<file path="src/rtl/pr_arb_pkg.sv">
// Shared types and default constants for the priority arbiter.
package pr_arb_pkg;

    typedef enum logic [1:0] {
        IDLE  = 2'd0,
        GRANT = 2'd1,
        GAP   = 2'd2
    } arb_state_t;

    localparam int N_REQ_DEF    = 8;
    localparam int MAX_HOLD_DEF = 16;

endpackage

</file>
<file path="src/rtl/pr_enc_core.sv">
// MSB-first priority encoder: returns the highest set index of vec and
// whether any bit was set at all.
module pr_enc_core
    import pr_arb_pkg::*;
#(
    parameter int N   = N_REQ_DEF,
    parameter int IDW = $clog2(N)
) (
    input  logic [N-1:0]   vec,
    output logic [IDW-1:0] idx,
    output logic           any_valid
);

    // Ascending scan so the last (highest) set bit overwrites lower ones.
    always_comb begin
        idx       = '0;
        any_valid = 1'b0;
        for (int i = 0; i < N; i++) begin
            if (vec[i]) begin
                idx       = IDW'(i);
                any_valid = 1'b1;
            end
        end
    end

endmodule

</file>
<file path="src/rtl/pr_arbiter.sv">
// Non-preemptive priority arbiter, highest requester index wins, with a
// one-cycle turnaround gap after every grant.
// Optional: define GRANT_TIMEOUT_EN to force-revoke grants held MAX_HOLD cycles.
module pr_arbiter
    import pr_arb_pkg::*;
#(
    parameter int N_REQ    = N_REQ_DEF,
    parameter int IDW      = $clog2(N_REQ),
    parameter int MAX_HOLD = MAX_HOLD_DEF
) (
    input  logic             clk,
    input  logic             rst,
    input  logic             en,
    input  logic [N_REQ-1:0] req,
    input  logic             done,
    output logic [N_REQ-1:0] gnt,
    output logic [IDW-1:0]   gnt_id,
    output logic             gnt_valid,
    output logic             busy,
    output logic             timeout
);

    if (MAX_HOLD < 2) begin : g_bad_hold
        $error("pr_arbiter: MAX_HOLD must be >= 2");
    end

    arb_state_t       state, state_nxt;
    logic [N_REQ-1:0] gnt_nxt;
    logic [IDW-1:0]   gnt_id_nxt;
    logic             gnt_valid_nxt, busy_nxt;
    logic [IDW-1:0]   win_id;
    logic             win_any;
    logic             release_now;

    pr_enc_core #(.N(N_REQ), .IDW(IDW)) u_enc (
        .vec       (req),
        .idx       (win_id),
        .any_valid (win_any)
    );

    // Owner gives up the resource by pulsing done or dropping its request.
    assign release_now = done || !req[gnt_id];

`ifdef GRANT_TIMEOUT_EN
    localparam int CW = $clog2(MAX_HOLD + 1);
    logic [CW-1:0] hold_cnt, hold_cnt_nxt;
    logic          timeout_nxt;
`endif

    // Next-state and next-output logic; everything holds unless a state acts.
    always_comb begin
        state_nxt     = state;
        gnt_nxt       = gnt;
        gnt_id_nxt    = gnt_id;
        gnt_valid_nxt = gnt_valid;
        busy_nxt      = busy;
`ifdef GRANT_TIMEOUT_EN
        hold_cnt_nxt  = hold_cnt;
        timeout_nxt   = 1'b0;
`endif
        case (state)
            IDLE: begin
                if (en && win_any) begin
                    state_nxt          = GRANT;
                    gnt_nxt            = '0;
                    gnt_nxt[win_id]    = 1'b1;
                    gnt_id_nxt         = win_id;
                    gnt_valid_nxt      = 1'b1;
                    busy_nxt           = 1'b1;
`ifdef GRANT_TIMEOUT_EN
                    hold_cnt_nxt       = '0;
`endif
                end
            end
            GRANT: begin
                if (release_now) begin
                    state_nxt     = GAP;
                    gnt_nxt       = '0;
                    gnt_valid_nxt = 1'b0;
`ifdef GRANT_TIMEOUT_EN
                end else if (hold_cnt == CW'(MAX_HOLD - 1)) begin
                    // Limit hit without a release this cycle: revoke.
                    state_nxt     = GAP;
                    gnt_nxt       = '0;
                    gnt_valid_nxt = 1'b0;
                    timeout_nxt   = 1'b1;
                end else begin
                    hold_cnt_nxt  = hold_cnt + 1'b1;
`endif
                end
            end
            GAP: begin
                state_nxt = IDLE;
                busy_nxt  = 1'b0;
            end
            default: begin
                state_nxt     = IDLE;
                gnt_nxt       = '0;
                gnt_valid_nxt = 1'b0;
                busy_nxt      = 1'b0;
            end
        endcase
    end

    // State and registered outputs; reset drops any grant immediately.
    always_ff @(posedge clk or posedge rst) begin
        if (rst) begin
            state     <= IDLE;
            gnt       <= '0;
            gnt_id    <= '0;
            gnt_valid <= 1'b0;
            busy      <= 1'b0;
        end else begin
            state     <= state_nxt;
            gnt       <= gnt_nxt;
            gnt_id    <= gnt_id_nxt;
            gnt_valid <= gnt_valid_nxt;
            busy      <= busy_nxt;
        end
    end

`ifdef GRANT_TIMEOUT_EN
    // Hold counter and the one-cycle revoke pulse.
    always_ff @(posedge clk or posedge rst) begin
        if (rst) begin
            hold_cnt <= '0;
            timeout  <= 1'b0;
        end else begin
            hold_cnt <= hold_cnt_nxt;
            timeout  <= timeout_nxt;
        end
    end
`else
    assign timeout = 1'b0;
`endif

endmodule

</file>
<file path="config.mk">
export PLATFORM = sky130hd
export DESIGN_NAME = pr_arbiter
export DESIGN_NICKNAME = d
export VERILOG_FILES = /design/src/rtl/pr_arb_pkg.sv /design/src/rtl/pr_enc_core.sv /design/src/rtl/pr_arbiter.sv
export SDC_FILE = /design/constraint.sdc
export NUM_CORES = 1
export LEC_CHECK = 0
export BUFFER_PORTS_ARGS = -buffer_cell sky130_fd_sc_hd__clkbuf_2
export CAP_MARGIN = 5
export CORE_MARGIN = 5
export CORE_UTILIZATION = 52
export DETAILED_ROUTE_END_ITERATION = 7
export HOLD_SLACK_MARGIN = 0.15
export MAX_ROUTING_LAYER = met4
export PLACE_DENSITY = 0.81
export SETUP_SLACK_MARGIN = 0.1
export SLEW_MARGIN = 30
export SYNTH_ARGS = -nofsm -noshare
export SYNTH_HDL_FRONTEND = slang
export SYNTH_SLANG_ARGS = --single-unit
</file>
<file path="constraint.sdc">
create_clock -name clk -period 3 [get_ports clk]
set_input_delay 0.15 -clock clk [delete_from_list [all_inputs] [get_ports clk]]
set_output_delay 0.15 -clock clk [all_outputs]
set_load 0.03 [all_outputs]
</file>
==> summary.txt <==
Outcome
  – Outcome: finished clean

Drt
  – Total Wirelength: 1780 um
  – Vias per Instance: 5.65
  – Drt pass-1 iters: 4
  – Vias: between 600 and 700
  – DRC: 0
  – WL per Instance: 14.7 um
  – Initial DRC Count: 8
  – Post-route ant nets: 0

Critical path
  – CP delay by family, top: multiplexers
  – Critical path endpoint category: flip-flop
  – CP Buf/Inv Count: 0
  – CP peak stage delay: 500 ps
  – Worst-path maximum fanout: 8
  – Cell mode on critical path: mux2_1
  – CP arrival: 1990 ps
  – Critical Path RT: approximately 3200 ps
  – Crit Path Category: reg -> reg
  – Slowest stage cell, crit path: dfrtp_1
  – Crit start category: flip-flop
  – Critical-path cell list: mux2_1 -> o22ai_1 -> o32ai_4 -> mux2_1

Run
  – Max Cap Viol: 0

Die
  – Die area: 2420 um2
  – Total core area: around 1500 um2
  – Io pins: 26
  – Die W: 49.2 um
  – Initial Util: roughly 54%
  – Row cnt: 14
  – Die Height: 49.2 um

CTS
  – Clock Latency Late Sink: 270 ps
  – Maximum clock path buffer count: 2
  – H-Tree Depth: 1
  – # Post-CTS Setup Buffers: 0
  – Clock transition at path regs: 90 ps
  – CTS Root Cell: clkbuf_4
  – Num CTS Buffers: 3
  – Clock Sink Count: 15
  – CTS tree: done

Cells and area
  – Design Area, Final: roughly 980 um2
  – # diodes: 0
  – Final std cells w/o fill: 121
  – Area Overhead vs Synth: 22.0%
  – Layout cell share with drive strength beyond 1: 31.4%
  – Final nets: between 100 and 150

Yosys
  – Synth Area per Inst: between 10 and 15 um2
  – Synth cell types: 31
  – Post-synth EDFFs: 0
  – Synth Cell Area: 801 um2
  – Synthesis warning total: 0
  – Post-Syn Nets: 91
  – Synth Flop Type: dfrtp_1
  – Post-synthesis async set-or-reset flop share: 100%
  – Register area share after synthesis: between 40 and 50%
  – Post-Synthesis Cells: 79
  – Synth Register Bits: 15

STA
  – Final setup vio count: 0
  – Final-report max-slew violation count: 0
  – Post-layout min period: 1830 ps
  – Max frequency: 0.547 GHz
  – Worst rel slew slack: 52.5%
  – Final Cycle Share: 61.0%
  – Final Hold Vio Count: 0
  – Final setup margin: around 1200 ps
  – Final Hold Slack: 195 ps
  – Post-route setup TNS: 0 ps
  – Pin slew with the least headroom to its limit: 706 ps
  – Final setup skew: 0.980 ps
  – RSZ-0062 raised after global routing: false

Place
  – Placed cell area: 928 um2
  – Input/output buffers: 24
  – Dpl cells: 116
  – GPL Wtd Cong: 0.781
  – Dpl hpwl: 1390 um
  – Setup WS pre-CTS: ~1100 ps

Global routing
  – Vias in the first global route: just under 700
  – First-pass GRT wire length: between 3000 and 4000 um
  – Gr ovfl total: 0
  – Pin count of the biggest net entering global routing: 16
  – Initial antenna violation count: 0
  – GRT Total Usage: between 15 and 20%

Power
  – Peak supply drop: 0.570 mV
  – Leak: between 0.4 and 0.5 nW
  – Pwr/cell area: 793 nW/um2

Min path
  – Hold Crit Class: in -> reg
[area by class of cell]
| type | instances | area [um2] |
|---|---|---|
| flip-flops and latches | 15 | 375 |
| multi-input cells | 54 | 399 |
| repair buffers | 25 | 130 |
| clock buffers | 4 | 26.3 |
| inverters | 7 | 26.3 |
| fillers | 121 | 512 |
| well taps | 16 | 20.0 |
[synth_stat cells, types with 2 or more instances]
library cell	n	area share, %
dfrtp_1	15	47
nor2_1	9	4.2
inv_1	7	3.3
a21oi_1	3	1.9
a22o_1	3	3.3
a32o_1	3	3.8
mux2_1	3	4.2
nand2b_1	3	2.3
nor4_1	3	2.3
o21ai_0	3	1.9
a211oi_1	2	1.9
buf_2	2	1.3
nand2_1	2	0.94
nor2b_1	2	1.6
or2_2	2	1.6
or3_1	2	1.6
[flip-flops by register name (all words and copies together) (netlist names)]
register / count
state: 2
gnt_id: 3
gnt_valid: 1
gnt: 8
busy: 1
[cells by family (layout without fill, tap and decap cells)]
family	Yosys count	in the layout	synth area share, %
compound gates	20	20	21.4
buf+inv	10	36	5.47
flops	15	15	46.9
mux	5	5	6.87
other cells	1	1	0.468
simple gates	28	28	18.9
[layout by cell type, fill, tap and decap left out, drive strengths merged]
| cell type | count |
|---|---|
| and3b | 1 |
| nor3 | 1 |
| a21oi | 3 |
| and2 | 1 |
| a2111oi | 2 |
| nor2b | 2 |
| a31oi | 1 |
| conb | 1 |
| nand2 | 2 |
| or2 | 2 |
| nand2b | 3 |
| o21ai | 4 |
| nor4 | 3 |
| nor2 | 9 |
| dfrtp | 15 |
| a32o | 3 |
| or3 | 2 |
| mux2 | 4 |
| mux2i | 1 |
| o22ai | 1 |
| a22o | 3 |
| or4 | 1 |
| a211oi | 2 |
| dlygate4sd3 | 1 |
| o32ai | 1 |
| nor3b | 1 |
| inv | 7 |
| clkbuf | 28 |
[timing repair]
item | 4_1_cts | 5_1_grt
endpoints found under the hold margin | 15 | 0
hold buffers | 1 | 0
resized for setup | 0 | 0
endpoints found under the setup margin | 0 | 0
[worst paths after layout]
path / startpoint / endpoint / slack, ps / depth (start not counted)
max in group asynchronous: rst / gnt_valid$_DFFE_PP0P_ / 2170 / 3
min: req[5] / gnt[5]$_DFFE_PP0P_ / 200 / 2
max: gnt_id[1]$_DFFE_PP0P_ / gnt[2]$_DFFE_PP0P_ / 1170 / 4
max reg2reg: gnt_id[1]$_DFFE_PP0P_ / gnt[2]$_DFFE_PP0P_ / 1170 / 4
min in group asynchronous: rst / gnt[2]$_DFFE_PP0P_ / 460 / 3
min reg2reg: gnt[3]$_DFFE_PP0P_ / gnt[3]$_DFFE_PP0P_ / 500 / 1
[power by group]
group / leakage (nW) / switching, W / internal, W / total (W)
registers: 0.188 / 0.0000728 / 0.000256 / 0.000329
logic: 0.263 / 0.000207 / 0.000125 / 0.000332
clock network: 0.0150 / 0.0000617 / 0.0000515 / 0.000113
total: 0.466 / 0.000342 / 0.000433 / 0.000775
[metal layers]
| metal | global-route usage [%] | vias to the layer above | routed length (um) |
|---|---|---|---|
| li1 | - | 338 | - |
| met1 | 20.4 | 319 | 807 |
| met2 | 25.8 | 25 | 858 |
| met3 | 2.75 | 2 | 98 |
| met4 | 5.38 | 0 | 12 |
| met5 | - | - | 0 |
[stage by stage]
step,total power (W),utilization [%]
after floorplan,0.000563,-
after global placement,0.000650,62.4
after detailed placement,0.000658,62.4
after CTS,0.000772,64.8
after global routing,0.000827,65.6
final,0.000775,65.6
Power figures use the tool's default switching activity.
